$ cat src/rtl/cpu_pkg.sv
// cpu_pkg: shared definitions for the 16-bit core's control sequencer.
//   - opcode constants that the sequencer decodes directly
//   - sequencer state encoding, which is also exported on the debug port
//   - sext8: sign-extends an 8-bit branch offset to 16 bits
package cpu_pkg;

    localparam logic [3:0] OP_LOAD  = 4'b0000;
    localparam logic [3:0] OP_STORE = 4'b0001;
    localparam logic [3:0] OP_BEQ   = 4'b1011;
    localparam logic [3:0] OP_BNE   = 4'b1100;
    localparam logic [3:0] OP_ILL   = 4'b1110;
    localparam logic [3:0] OP_HALT  = 4'b1111;

    typedef enum logic [2:0] {
        ST_IDLE   = 3'd0,
        ST_FETCH  = 3'd1,
        ST_DECODE = 3'd2,
        ST_EXEC   = 3'd3,
        ST_MEM    = 3'd4,
        ST_WB     = 3'd5,
        ST_HALT   = 3'd6,
        ST_TRAP   = 3'd7
    } seq_state_e;

    function automatic logic [15:0] sext8(input logic [7:0] v);
        return {{8{v[7]}}, v};
    endfunction

endpackage

$ cat src/rtl/cpu_sequencer_pc_unit.sv
// seq_pc_unit: program counter register with its +1 incrementer and the
// sign-extended relative branch adder.
// Ports:
//   clk, rst_n   clock, asynchronous active-low reset (pc <= RESET_PC)
//   load_reset   load RESET_PC (start of a program)
//   inc          pc <= pc + 1, wrapping modulo 2^PC_W
//   branch       pc <= pc + sext(br_off), wrapping modulo 2^PC_W
//   br_off       8-bit signed branch offset
//   pc           current program counter
// Controls are prioritised load_reset > inc > branch; the sequencer never
// asserts more than one in a cycle. PC_W must lie between 8 and 16.
module seq_pc_unit
    import cpu_pkg::*;
#(
    parameter int              PC_W     = 8,
    parameter logic [PC_W-1:0] RESET_PC = '0
) (
    input  logic            clk,
    input  logic            rst_n,
    input  logic            load_reset,
    input  logic            inc,
    input  logic            branch,
    input  logic [7:0]      br_off,
    output logic [PC_W-1:0] pc
);

    logic [PC_W-1:0] pc_q, pc_d;
    logic [15:0]     off_ext;

    assign off_ext = sext8(br_off);

    always_comb begin
        pc_d = pc_q;
        if (load_reset) begin
            pc_d = RESET_PC;
        end else if (inc) begin
            pc_d = pc_q + PC_W'(1);
        end else if (branch) begin
            // Truncating the 16-bit extension keeps the add modulo 2^PC_W.
            pc_d = pc_q + off_ext[PC_W-1:0];
        end
    end

    always_ff @(posedge clk or negedge rst_n) begin
        if (!rst_n) begin
            pc_q <= RESET_PC;
        end else begin
            pc_q <= pc_d;
        end
    end

    assign pc = pc_q;

endmodule

$ cat src/rtl/cpu_sequencer.sv
// cpu_sequencer: multi-cycle control FSM of the 16-bit core.
// Fetches into the IR, sequences DECODE/EXEC/MEM/WB, gates decoder
// RegWrite/MemWrite to once per instruction, resolves BEQ/BNE, handles halt
// and counts retired instructions (saturating).
// Ports:
//   clk, rst_n                        clock, asynchronous active-low reset
//   start                             leave IDLE and fetch from RESET_PC
//   imem_req/imem_addr/imem_ready/imem_rdata   instruction fetch
//   ir                                instruction register, to the decoder
//   dec_regwrite/dec_memwrite/dec_memtoreg     decoder controls
//   alu_zero                          ALU result is zero (branch condition)
//   dmem_req/dmem_we/dmem_ready       data memory access
//   rf_we                             gated register-file write enable
//   pc, halted, trap, retired         status
//   dbg_state                         current FSM state
// Handshake: a request (imem_req/dmem_req) is raised on entering FETCH/MEM
// and held; the access completes on the first rising edge where the request
// is high and the matching ready is sampled high. A ready seen while no
// request is raised is ignored.
// Build option: SEQ_ILLEGAL_TRAP_EN makes opcode 1110 trap (TRAP state);
// without it 1110 retires as a NOP through WB and trap stays 0.
module cpu_sequencer
    import cpu_pkg::*;
#(
    parameter int              PC_W     = 8,
    parameter logic [PC_W-1:0] RESET_PC = '0,
    parameter int              CNT_W    = 16
) (
    input  logic             clk,
    input  logic             rst_n,
    input  logic             start,
    output logic             imem_req,
    output logic [PC_W-1:0]  imem_addr,
    input  logic             imem_ready,
    input  logic [15:0]      imem_rdata,
    output logic [15:0]      ir,
    input  logic             dec_regwrite,
    input  logic             dec_memwrite,
    input  logic             dec_memtoreg,
    input  logic             alu_zero,
    output logic             dmem_req,
    output logic             dmem_we,
    input  logic             dmem_ready,
    output logic             rf_we,
    output logic [PC_W-1:0]  pc,
    output logic             halted,
    output logic             trap,
    output logic [CNT_W-1:0] retired,
    output seq_state_e       dbg_state
);

    seq_state_e       state_q, state_d;
    logic [15:0]      ir_q, ir_d;
    logic [CNT_W-1:0] retired_q, retired_d;
    logic             retire;
    logic             pc_load, pc_inc, pc_branch;
    logic [3:0]       opcode;
    logic             br_taken;

    assign opcode   = ir_q[15:12];
    assign br_taken = (opcode == OP_BEQ) ? alu_zero : ~alu_zero;

    seq_pc_unit #(
        .PC_W     (PC_W),
        .RESET_PC (RESET_PC)
    ) u_pc (
        .clk        (clk),
        .rst_n      (rst_n),
        .load_reset (pc_load),
        .inc        (pc_inc),
        .branch     (pc_branch),
        .br_off     (ir_q[7:0]),
        .pc         (pc)
    );

    always_comb begin
        state_d   = state_q;
        ir_d      = ir_q;
        retire    = 1'b0;
        pc_load   = 1'b0;
        pc_inc    = 1'b0;
        pc_branch = 1'b0;
        imem_req  = 1'b0;
        dmem_req  = 1'b0;
        dmem_we   = 1'b0;
        rf_we     = 1'b0;
        halted    = 1'b0;
        trap      = 1'b0;
        unique case (state_q)
            ST_IDLE: begin
                if (start) begin
                    pc_load = 1'b1;
                    state_d = ST_FETCH;
                end
            end
            ST_FETCH: begin
                imem_req = 1'b1;
                if (imem_ready) begin
                    ir_d    = imem_rdata;
                    pc_inc  = 1'b1;
                    state_d = ST_DECODE;
                end
            end
            ST_DECODE: state_d = ST_EXEC;
            ST_EXEC: begin
                case (opcode)
                    OP_HALT: state_d = ST_HALT;
                    OP_BEQ, OP_BNE: begin
                        // Offset is relative to the already-incremented pc.
                        pc_branch = br_taken;
                        retire    = 1'b1;
                        state_d   = ST_FETCH;
                    end
                    OP_LOAD, OP_STORE: state_d = ST_MEM;
`ifdef SEQ_ILLEGAL_TRAP_EN
                    OP_ILL: state_d = ST_TRAP;
`else
                    // Retires as a NOP; the decoder holds RegWrite low for it.
                    OP_ILL: state_d = ST_WB;
`endif
                    default: state_d = ST_WB;
                endcase
            end
            ST_MEM: begin
                dmem_req = 1'b1;
                dmem_we  = dec_memwrite;
                if (dmem_ready) begin
                    if (dec_memtoreg) begin
                        state_d = ST_WB;
                    end else begin
                        retire  = 1'b1;
                        state_d = ST_FETCH;
                    end
                end
            end
            ST_WB: begin
                rf_we   = dec_regwrite;
                retire  = 1'b1;
                state_d = ST_FETCH;
            end
            ST_HALT: halted = 1'b1;
            ST_TRAP: begin
`ifdef SEQ_ILLEGAL_TRAP_EN
                halted = 1'b1;
                trap   = 1'b1;
`else
                state_d = ST_IDLE;
`endif
            end
            default: state_d = ST_IDLE;
        endcase
    end

    always_comb begin
        retired_d = retired_q;
        if (retire && (retired_q != {CNT_W{1'b1}})) begin
            retired_d = retired_q + CNT_W'(1);
        end
    end

    always_ff @(posedge clk or negedge rst_n) begin
        if (!rst_n) begin
            state_q   <= ST_IDLE;
            ir_q      <= '0;
            retired_q <= '0;
        end else begin
            state_q   <= state_d;
            ir_q      <= ir_d;
            retired_q <= retired_d;
        end
    end

    assign imem_addr = pc;
    assign ir        = ir_q;
    assign retired   = retired_q;
    assign dbg_state = state_q;

endmodule

$ cat config.mk
export PLATFORM = sky130hd
export DESIGN_NAME = cpu_sequencer
export DESIGN_NICKNAME = d
export VERILOG_FILES = /design/src/rtl/cpu_pkg.sv /design/src/rtl/cpu_sequencer_pc_unit.sv /design/src/rtl/cpu_sequencer.sv
export SDC_FILE = /design/constraint.sdc
export NUM_CORES = 1
export LEC_CHECK = 0
export CAP_MARGIN = 10
export CORE_MARGIN = 1.5
export CORE_UTILIZATION = 45
export DETAILED_ROUTE_END_ITERATION = 10
export PLACE_DENSITY_LB_ADDON = 0.1
export SLEW_MARGIN = 20
export SYNTH_ARGS = -nofsm -noshare
export SYNTH_HDL_FRONTEND = slang
export SYNTH_SLANG_ARGS = --single-unit
$ cat constraint.sdc
create_clock -name clk -period 3.1 [get_ports clk]
set_input_delay 0.62 -clock clk [delete_from_list [all_inputs] [get_ports clk]]
set_output_delay 0.62 -clock clk [all_outputs]
set_load 0.02 [all_outputs]
# Yosys cells after proc, flatten, opt, wreduce, memory -nomap -nowiden
# Index checks and enable logic that the tools add are counted.
# word_totals
reg_bits	43
mem_bits_ro	0
n_memories	0
ramBits	0
out_inout_bits	57
elab_cells	57
latch_bits	0
in_bits	25
# op_classes
add_sub_neg	3
order_cmp	0
reduce_logical	9
mul	0
n_div	0
bitwise_logic	1
n_eq_ne	15
shift	0
n_mux	25
# op_table
operator	n
$mux 8	3
$pmux 3 s7	1
$add 16x1->16 const B	1
$ne 16x16->1 const B	1
$mux 1	15
$eq 3x3->1 const B	4
$eq 4x4->1 const B	3
$mux 3	4
$pmux 3 s3	1
$add 8x1->8 const B	1
$add 8x8->8	1
$reduce_bool 7->1	1
$eq 3x2->1 const B	2
$ne 2x2->1 const B	3
$eq 4x1->1 const B	1
$logic_not 4->1	1
$reduce_and 4->1	1
$reduce_or 2->1	2
$eq 3x1->1 const B	1
$logic_not 3->1	1
$pmux 1 s3	1
$reduce_bool 3->1	1
$reduce_and 2->1	1
$logic_and 1x1->1	1
$not 1->1	1

# Depth between registers and ports, before layout
# depth
word_depth	7
mapped_depth	12
mapped_depth_nobuf	10

# Hierarchy
# A second synthesis with hierarchy kept.
# unflattened
cells_unflattened	229
hier_area_um2	2502.4
# by_module_without_submodules
mod	n_inst	area_each_um2	cells_each	seq_area_each_um2
cpu_sequencer	1	1771.7	147	875.8
seq_pc_unit	1	730.7	82	200.2

# Worst setup path before layout
# No wires, ideal clock.
# synth_path
kind	reg2reg
start	register state_q[1], in the netlist dbg_state[1]
end	register u_pc.pc_q[6], in the netlist u_pc.pc[6]
t_required_ns	2.980
arrival_time_ns	2.801
setup_ns	0.120
path_stages_with_launch	13
n_path_buf	2
period_less_slack_ns	2.921
path_slack_ns	0.179
cell_sequence	dfrtp_1 -> nor2_1 -> and3_1 -> buf_2 -> buf_2 -> or2_2 -> ha_1 -> fa_1 -> a21o_1 -> a21oi_1 -> or4_1 -> a41oi_1 -> a31o_2
# synth_via
elab_chain_cells	4
word_cells_on_any_way	9
classes_between	eq/ne (2); mux (5); reduce/logical (2)
# synth_lines
element	line	source
start, declared	cpu_sequencer.sv:52	seq_state_e state_q, state_d;
start signal, assigned	cpu_sequencer.sv:167	state_q <= state_d;
$eq 3x1->1	cpu_sequencer.sv:89	unique case (state_q)
$mux 1	cpu_sequencer.sv:89	
$mux 8	cpu_sequencer_pc_unit.sv:36	end else if (inc) begin
$mux 8	cpu_sequencer_pc_unit.sv:34	if (load_reset) begin
end signal, assigned	cpu_sequencer_pc_unit.sv:48	pc_q <= pc_d;
end, declared	cpu_sequencer_pc_unit.sv:27	logic [PC_W-1:0] pc_q, pc_d;
# Several ways; a longest one is shown, not always the timed one.
# A chain may end at the register's enable or synchronous reset.

# Final worst setup path
# layout_path
start	input imem_ready
end	register u_pc.pc_q[6], in the netlist u_pc.pc[6]
# layout_via
elab_chain_cells	4
word_cells_on_any_way	5
classes_between	mux (4); reduce/logical (1)
# layout_lines
element	line	source
start, declared	cpu_sequencer.sv:34	input logic imem_ready,
$mux 1 *	cpu_sequencer.sv:98	if (imem_ready) begin
$mux 1 *	cpu_sequencer.sv:89	
$mux 8	cpu_sequencer_pc_unit.sv:36	
$mux 8	cpu_sequencer_pc_unit.sv:34	
# Every way passes the cells marked *; elsewhere a longest branch is shown, timed or not.

==> results.md <==
* Gpl congestion at around 0.79
* Post-DR wirelength/cell at 13.6 um
* H-Tree Depth at 2
* Final worst setup slack at around 0.31 ns
* Routed vias/inst at approximately 5.2
* Die Wd at 75.5 um
* Dpl hpwl at about 3.8 mm
* Die Y at roughly 76 um
* Clock slew at reported path FFs at about 0.080 ns
* Worst Max-Slew Pin Slew at around 0.94 ns
* Worst path max stage delay at 0.41 ns
* Endpoint type of the worst setup path: flop
* Cts hold-fix bufs at 0
* Logic pwr share at a little under three fifths
* Routed wire length at 5.09 mm
* Cell Pwr Density at slightly above 900 nW/um^2
* Post-cts sizing count at 0
* CTS Sinks at 43
* Placed Cells at between 300 and 400
* Syn Inst Count at 221
* Required time worst endpoint at 3.34 ns
* Distinct cells, synth at 46
* Worst vdd ir at around 0.37 mV
* Die Area at approximately 5700 sq um
* Crit-path cells: clkdlybuf4s50_1 -> and3_1 -> or2_2 -> ha_1 -> fa_1 -> a21o_1 -> a21oi_1 -> buf_4 -> o211ai_1 -> a41oi_1 -> a31o_2
* Overflow after GRT at 0
* Clock Latency Late Sink at approximately 0.29 ns
* Vias in the first global route at about 1,800
* Place WS at between 0.015 and 0.02 ns
* Area grow syn2layout at 40.8%
* Max-cap viol count at 0
* Setup tns final at 0 ns
* Leak pwr at around 0.0015 uW
* Fin. Hold Viols at 0
* Port buffer count at 80
* Clk pwr share at between 10% and 20%
* Synth area leader: dfrtp_1
* First-pass DRT Iterations at 4
* Layout filler cell count at about 460
* Post-synth net total at ~260
* Total CTS buffers at 5
* Syn Area/Cell at around 11 sq um
* Final core occ at 65.7%
* F_max at approximately 360 MHz
* First-pass GRT wire length at 7.88 mm
* Share of post-route cells with drive strength above 1 at 12.9%
* Initial Util at approximately 47%
* Net switching power at between 1000 and 1500 uW
* CTS tree: built
* Area contributors post-synth: dfrtp_1, xnor2_1, mux2_2
* Worst slew margin at a little under two fifths
* DR iter-0 viols at 44
* Fin crit share at approximately 90%
* CTS max path bufs at 2
* Via Count at ~1,900
* Skew final at slightly below 0.004 ns
* Min-delay worst type: in2async
* Core box area at 5070 sq um
* RSZ-0062 raised after global routing: false
* Status: complete, no violations
* FF+latch count, synth at 43
* Yosys top cell area share at 45.5%
* Post-synth EDFFs at 0
* Asr flop ratio synth at 100%
* CP Max Fanout at 7
* Synth Flop Type: dfrtp_1
* Hold Slack at roughly 0.46 ns
* Initial antenna violation count at 0
* Fin. max-slew vios at 0
* Storage element area at about 1100 sq um
* Tot GR Track Use at between 10% and 20%
* # rows at 26
* Max stage delay cell, worst path: clkdlybuf4s50_1
* Fin nets at around 340
* Reg power frac at between 30% and 40%
* Crit path arrival time at approximately 3.0 ns
* Synthesized area at around 2400 sq um
* DR DRC count at 0
* Period minus WS final at 2.79 ns
* CTS root buf: clkbuf_8
* Finished Layout Cells at between 300 and 400
* Int Power at between 1500 and 2000 uW
* Setup Crit Path Kind: in2reg
* Sw frac at about two fifths
* Antenna diode count at 0
* Register area share after synthesis at a little under half
* # Post-CTS Setup Buffers at 0
* Io pins at a little over 80
* CP startpoint kind: input pin
* # setup viols final at 0
* Pin count of the biggest net entering global routing at 44
* Routed Antenna Nets at 0
* Area of the multi-input gates at about 1200 sq um
* Yosys warning total at 0
[cell families after synthesis]
logic type	share of synthesized area (%)
AOI/OAI and AO/OA	11.5
xor gates and xnor gates	7.03
adders and majority gates	5.07
buffers and inverters	5.34
DFF	45.5
muxes	6.50
other	0.158
and+or+nand+nor	19.0
[worst max-delay path: cells and delay by family]
kind | cells | cell delay (ns)
AOI/OAI and AO/OA | 5 | 0.70
adders and majority gates | 2 | 0.60
and+or+nand+nor | 2 | 0.55
buffers and inverters | 2 | 0.55
[through the flow]
step / power, uW / cell area, sq um
global placement: 2650 / 3210
detailed placement: 2670 / 3210
global route: 3330 / 3330
floorplan: 2000 / 2370
CTS: 3130 / 3330
finish: 3100 / 3330
[cells in the final DEF (no fill, tap or decap), types with 7 or more instances in the layout]
cell	instances
and3_1	10
a21o_1	11
dfrtp_1	43
buf_4	9
clkdlybuf4s50_1	79
o21ai_0	10
ha_1	8
nand3_1	13
xnor2_1	16
nand4_1	8
nor2_1	7
mux2_2	11
[state kept, by name (all words and copies together) (netlist names)]
| register | count |
|---|---|
| retired | 16 |
| ir | 16 |
| u_pc.pc | 8 |
| dbg_state | 3 |
[power groups by stage]
| stage | Combinational (uW) | Sequential [uW] | Clock [uW] |
|---|---|---|---|
| 3_5_place_dp | 1720 | 949 | 0 |
| 4_1_cts | 1720 | 939 | 462 |
| 3_3_place_gp | 1700 | 950 | 0 |
| 6_report | 1710 | 939 | 450 |
| 2_1_floorplan | 847 | 1150 | 0 |
| 5_1_grt | 1870 | 974 | 485 |
[cell type report]
| class | instances | share of cell area, % |
|---|---|---|
| tap | 70 | 2.63 |
| multi-input combinational | 157 | 35.0 |
| clock buffer | 6 | 2.48 |
| inverter | 6 | 0.676 |
| timing repair buffer | 89 | 25.9 |
| sequential | 43 | 32.3 |
| clock inverter | 2 | 1.05 |
[Yosys cell counts (5+ instances only)]
| cell | n |
|---|---|
| a21o_1 | 11 |
| buf_2 | 5 |
| nand4_1 | 8 |
| and3_1 | 10 |
| o21ai_0 | 10 |
| nor2_1 | 7 |
| nor2b_1 | 6 |
| dfrtp_1 | 43 |
| a21oi_1 | 6 |
| ha_1 | 8 |
| xnor2_1 | 16 |
| nand2_1 | 6 |
| mux2_2 | 11 |
| inv_1 | 6 |
| nand3_1 | 13 |
| buf_4 | 9 |
[final timing paths]
check	startpoint	to	slack [ns]	cells after the start
min in group clk	retired[15]	retired[15]	0.51	1
max in group asynchronous	rst_n	retired[1]	2.05	1
min	rst_n	u_pc.pc[0]	0.46	1
max	imem_ready	u_pc.pc[6]	0.31	11
min reg2reg	retired[15]	retired[15]	0.51	1
max reg2reg	dbg_state[1]	u_pc.pc[6]	0.51	9
[layer usage]
metal | wire length [um] | global-route usage (%)
met1 | 2290 | 23.0
met4 | 70 | 7.34
met5 | 0 | 0
met2 | 2510 | 31.0
met3 | 224 | 4.23
Power figures use the tool's default switching activity.
==> RTL edit 1: new RTL, same settings <==
`CNT_W`: 16 -> 20.
--- a/src/rtl/cpu_sequencer.sv
+++ b/src/rtl/cpu_sequencer.sv
@@ -26,3 +26,3 @@
     parameter logic [PC_W-1:0] RESET_PC = '0,
-    parameter int              CNT_W    = 16
+    parameter int              CNT_W    = 20
 ) (
Ports: changed (resized retired); port bits go from 82 to 86. No check against the original RTL was run, so the function may have changed too.
==> RTL edit 1 against the original RTL <==
  * Maximum frequency shrank 4.8%
  * First-iteration DRC count grew 32%
  * Routed wire length grew 21%
  * Design area grew 14%
  * Synthesized area grew 17%
  * Largest cell class unchanged
  * Combinational power grew 13%
  * Clock power grew 19%
  * Power grew 12%
  * Setup slack lost 0.14 ns
  * Highest routed layer unchanged
  * Clock skew grew 0.0033 ns
  * Critical path type unchanged
  * Critical endpoint unchanged
  * Sequential cell count grew 4
  * Sequential power grew 4.8%
==> RTL edit 1: results (changes against the original RTL) <==
metric,value,unit,change
post-synthesis compound-gate area fraction,12.2,%,was 11.5%
overall routing resource usage,19.5,%,was 18.4%
leak pwr,1.71,nW,was 1.50 nW
worst-margin pin slew,0.593,ns,was 0.935 ns
mux cell area share after synthesis,5.29,%,was 6.50%
Netlist cell types,56,,was 46
Synth top cells by count,"dfrtp_1, nand2_1, xnor2_1, buf_4, nand3_1",,"was dfrtp_1, xnor2_1, nand3_1, a21o_1, mux2_2"
Max VDD drop,462,µV,was 371 µV
HPWL after DPL,4500,µm,was 3820 µm
CP arrival,3.09,ns,was 3.02 ns
layout cells sized above 1,13.8,%,was 12.9%
worst reg2reg startpoint,dbg_state[0],,was dbg_state[1]
via count,2275,,was 1934
path type of the worst setup path,primary input to flop,,unchanged
post-synthesis adder-cell area fraction,4.34,%,was 5.07%
synth top area cells,"dfrtp_1, xnor2_1, mux2_2",,unchanged
largest net degree at the start of global routing,48,,was 44
Synth Net Count,301,,was 255
DR WL/cell,14.3,µm,was 13.6 µm
clk buf depth,2,,unchanged
Final #Nets,388,,was 336
placed cell count,422,,was 365
mean post-synth cell area,10.4,µm²,was 10.7 µm²
Port Buffer Count,84,,was 80
XOR/XNOR Fraction of Synth Area,6.65,%,was 7.03%
global-route wire length before repair,9830,µm,was 7880 µm
Final Skew,0.00719,ns,was 0.00392 ns
Filler cells,505,,was 455
"critical path fanouts, max",3,,was 7
status,"complete, no violations",,unchanged
HP Class,primary input to asynchronous set/reset pin,,unchanged
vias in the first global route,2096,,was 1762
RePlAce Congestion,0.851,,was 0.794
post-CTS sizing,0,,unchanged
initial drt markers,58,,was 44
Post-synth ARST share,100,%,unchanged
Reg2Reg Setup Slack,0.56,ns,was 0.51 ns
register area share after synthesis,42.5,%,was 45.5%
vias per cell,5.29,,was 5.18
crit path launch,imem_ready,,unchanged
CTS buffer count,5,,unchanged
## RTL edit 1: changes by cell type in the layout (fill, tap and decap cells not counted), sizes merged, moves of 4 or more
cell and delta:
buf +9, nand2 +16, a31oi +4, xnor2 +4, dfrtp +4, clkdlybuf4s50 +4
## RTL edit 1: worst max-delay path, stage by stage
cell	delay (ns)
clkdlybuf4s50_1	0.44
and4bb_1	0.24
or2_2	0.29
ha_1	0.21
fa_1	0.41
a21o_1	0.17
a21oi_1	0.18
nor4_1	0.07
o41ai_1	0.33
o21ai_0	0.14
## RTL edit 1: final cells by class
cell class	count	share of cell area (%)
repair buffers	102	25.6
clock inverters	2	1.58
inverters	5	0.493
multi-input cells	193	37.1
well taps	75	2.46
clock buffers	6	1.91
flip-flops and latches	47	30.9
## RTL edit 1: metal layers
metal | share of wire (%) | up-vias | GRT usage [%]
met5 | 0 | - | 0
met1 | 46 | 1103 | 25.4
met2 | 49 | 58 | 33.2
met4 | 0.83 | 0 | 5.17
li1 | - | 1110 | -
met3 | 4.0 | 4 | 3.48
## RTL edit 1: report_power, final
part / internal (W) / leakage, nW / switching, W
Combinational: 0.000985 / 1.05 / 0.000959
Sequential: 0.000801 / 0.601 / 0.000183
Clock: 0.000323 / 0.0654 / 0.000213
Total: 0.00211 / 1.71 / 0.00135
## RTL edit 1: through the flow
step	hold slack (ns)	setup slack, ns	util, %	area, µm²
3_3_place_gp	0.475	-0.0836	62.0	3670
4_1_cts	0.497	0.181	64.3	3800
2_1_floorplan	0.324	0.145	-	2770
5_1_grt	0.369	0.0737	64.3	3810
6_report	0.308	0.173	64.3	3810
3_5_place_dp	0.482	-0.120	62.0	3670
## RTL edit 1: worst min path at each step
stage / endpoint / depth (start not counted) / startpoint / slack (ns)
floorplan: dbg_state[0] / 0 / rst_n / 0.32
global placement: retired[18] / 1 / retired[18] / 0.48
detailed placement: retired[18] / 1 / retired[18] / 0.48
CTS: retired[18] / 1 / retired[18] / 0.50
global route: ir[6] / 1 / rst_n / 0.37
finish: ir[5] / 1 / rst_n / 0.31
## RTL edit 1: kinds of logic after synthesis
family,after synthesis
xor gates and xnor gates,21
other,1
DFF,47
muxes,13
AOI/OAI and AO/OA,45
buffers and inverters,27
adders and majority gates,9
and+or+nand+nor,104
==> RTL edit 2: new RTL, same flow settings <==
Made on the original files. `ir_q` no longer has a reset.
--- a/src/rtl/cpu_sequencer.sv
+++ b/src/rtl/cpu_sequencer.sv
@@ -163,3 +163,2 @@
             state_q   <= ST_IDLE;
-            ir_q      <= '0;
             retired_q <= '0;
@@ -167,5 +166,8 @@
             state_q   <= state_d;
-            ir_q      <= ir_d;
             retired_q <= retired_d;
         end
+    end
+
+    always_ff @(posedge clk) begin
+        ir_q <= ir_d;
     end
Check against the original RTL: differs if rst_n is asserted again (counterexample within 4 cycles, from zero or initial values and one cycle with rst_n low); with rst_n held inactive, the same outputs for 10 cycles.
==> RTL edit 2 against the original RTL <==
  * Synthesized area shrank 3.6%
  * Final cell count shrank 3.8%
  * Count of clock-buffer cells in the layout grew 1
  * Power shrank 12%
  * Register-to-register slack lost 0.14 ns
  * Hold slack gained 0.034 ns
  * Setup slack lost 0.13 ns
  * Highest routed layer unchanged
  * Design area shrank 0.98%
  * Routed wire length shrank 6.0%
  * Sequential cell count is the same
  * Critical path depth shrank 1
  * Clock skew grew 0.00081 ns
==> RTL edit 2: results (changes against the original RTL) <==
metric,value,unit,change
clk slew on worst S/H paths,0.08,ns,about the same
"critical path fanouts, max",3,,was 7
Filler cells,405,,was 455
Final #Nets,325,,was 336
Final Skew,0.00473,ns,was 0.00392 ns
initial antenna violation count,0,,unchanged
CP arrival,3.10,ns,was 3.02 ns
initial drt markers,65,,was 44
RePlAce Congestion,0.827,,was 0.794
Synth warnings,0,,unchanged
leak pwr,1.35,nW,was 1.50 nW
Synth Net Count,238,,was 255
clock root buffer master,clkbuf_8,,unchanged
Netlist cell types,48,,was 46
Port Buffer Count,80,,unchanged
overall routing resource usage,18.0,%,was 18.4%
Max VDD drop,453,µV,was 371 µV
post-CTS setup buffers,0,,unchanged
Post-synth ARST share,62.8,%,was 100%
synth top area cells,"dfrtp_1, edfxtp_1, xnor2_1",,"was dfrtp_1, xnor2_1, mux2_2"
max_slew headroom,63.8,%,was 37.7%
register area share after synthesis,50.7,%,was 45.5%
worst slack at placement,-0.0816,ns,was 0.0161 ns
vias in the first global route,1631,,was 1762
HPWL after DPL,3690,µm,was 3820 µm
vias per cell,5.06,,was 5.18
status,"complete, no violations",,unchanged
HP Class,flop to flop,,was primary input to asynchronous set/reset pin
Final Cycle Share,94.2,%,was 89.9%
largest net degree at the start of global routing,28,,was 44
layout cells sized above 1,11.6,%,was 12.9%
DR WL/cell,13.3,µm,was 13.6 µm
Placed Area,3190,µm²,was 3210 µm²
global-route wire length before repair,7600,µm,was 7880 µm
CTS H-tree depth,2,,unchanged
Post-synth EDFFs,16,,was 0
Synth top cells by count,"dfrtp_1, xnor2_1, edfxtp_1, nand3_1",,"was dfrtp_1, xnor2_1, nand3_1, a21o_1, mux2_2"
CTS buffer count,5,,unchanged
[RTL edit 2: metrics by stage]
stage	setup TNS, ns	power [W]	utilization [%]	instances
2_1_floorplan	0	0.00172	-	204
5_1_grt	0	0.00290	68.5	359
3_3_place_gp	-0.0350	0.00230	66.2	351
6_report	0	0.00272	68.5	359
3_5_place_dp	-0.0816	0.00232	66.2	351
4_1_cts	0	0.00275	68.5	359
[RTL edit 2: critical path: stages]
cell	delay (ns)
clkdlybuf4s50_1	0.44
and3_1	0.24
or2_2	0.29
ha_1	0.21
fa_1	0.40
a21o_1	0.17
a21oi_1	0.24
or4_1	0.16
a41oi_1	0.10
a31o_2	0.23
[RTL edit 2: final timing paths]
path,end,cells past startpoint,slack (ns),start
setup / recovery,u_pc.pc[6],10,0.18,imem_ready
hold / removal,retired[15],1,0.49,retired[15]
setup reg to reg,u_pc.pc[6],10,0.37,dbg_state[2]
hold reg to reg,retired[15],1,0.49,retired[15]
max in group asynchronous,u_pc.pc[7],2,2.14,rst_n
min in group asynchronous,u_pc.pc[3],2,0.70,rst_n
[RTL edit 2: cells by family (layout without fill, tap and decap cells)]
kind of cell | Yosys count | in the layout | share of synthesized area [%]
simple gates | 76 | 76 | 20.2
flops | 43 | 43 | 50.7
compound gates | 32 | 32 | 9.33
buf+inv | 20 | 108 | 5.21
xor+xnor | 19 | 19 | 7.30
fa+ha+maj | 9 | 9 | 5.27
mux | 4 | 4 | 1.81
other cells | 1 | 1 | 0.164
[RTL edit 2: area by class of cell]
type / count / area share [%]
repair buffers: 94 / 27.8
multi-input cells: 141 / 30.5
well taps: 67 / 2.54
clock buffers: 7 / 3.26
inverters: 6 / 0.683
clock inverters: 1 / 0.152
flip-flops and latches: 43 / 35.0
[RTL edit 2: per-layer routing]
metal	wire length [µm]	vias to the layer above	track usage (%)
met2	2200	53	27.6
met1	2290	859	25.2
li1	-	902	-
met3	257	4	5.42
met4	33	0	4.32
met5	0	-	0
[RTL edit 2: power by group]
part           leakage [nW]  switching [W]  internal [W]
combinational         0.789       0.000713      0.000730
clock                0.0594       0.000185      0.000228
sequential            0.506       0.000124      0.000742
total                  1.35        0.00102       0.00170
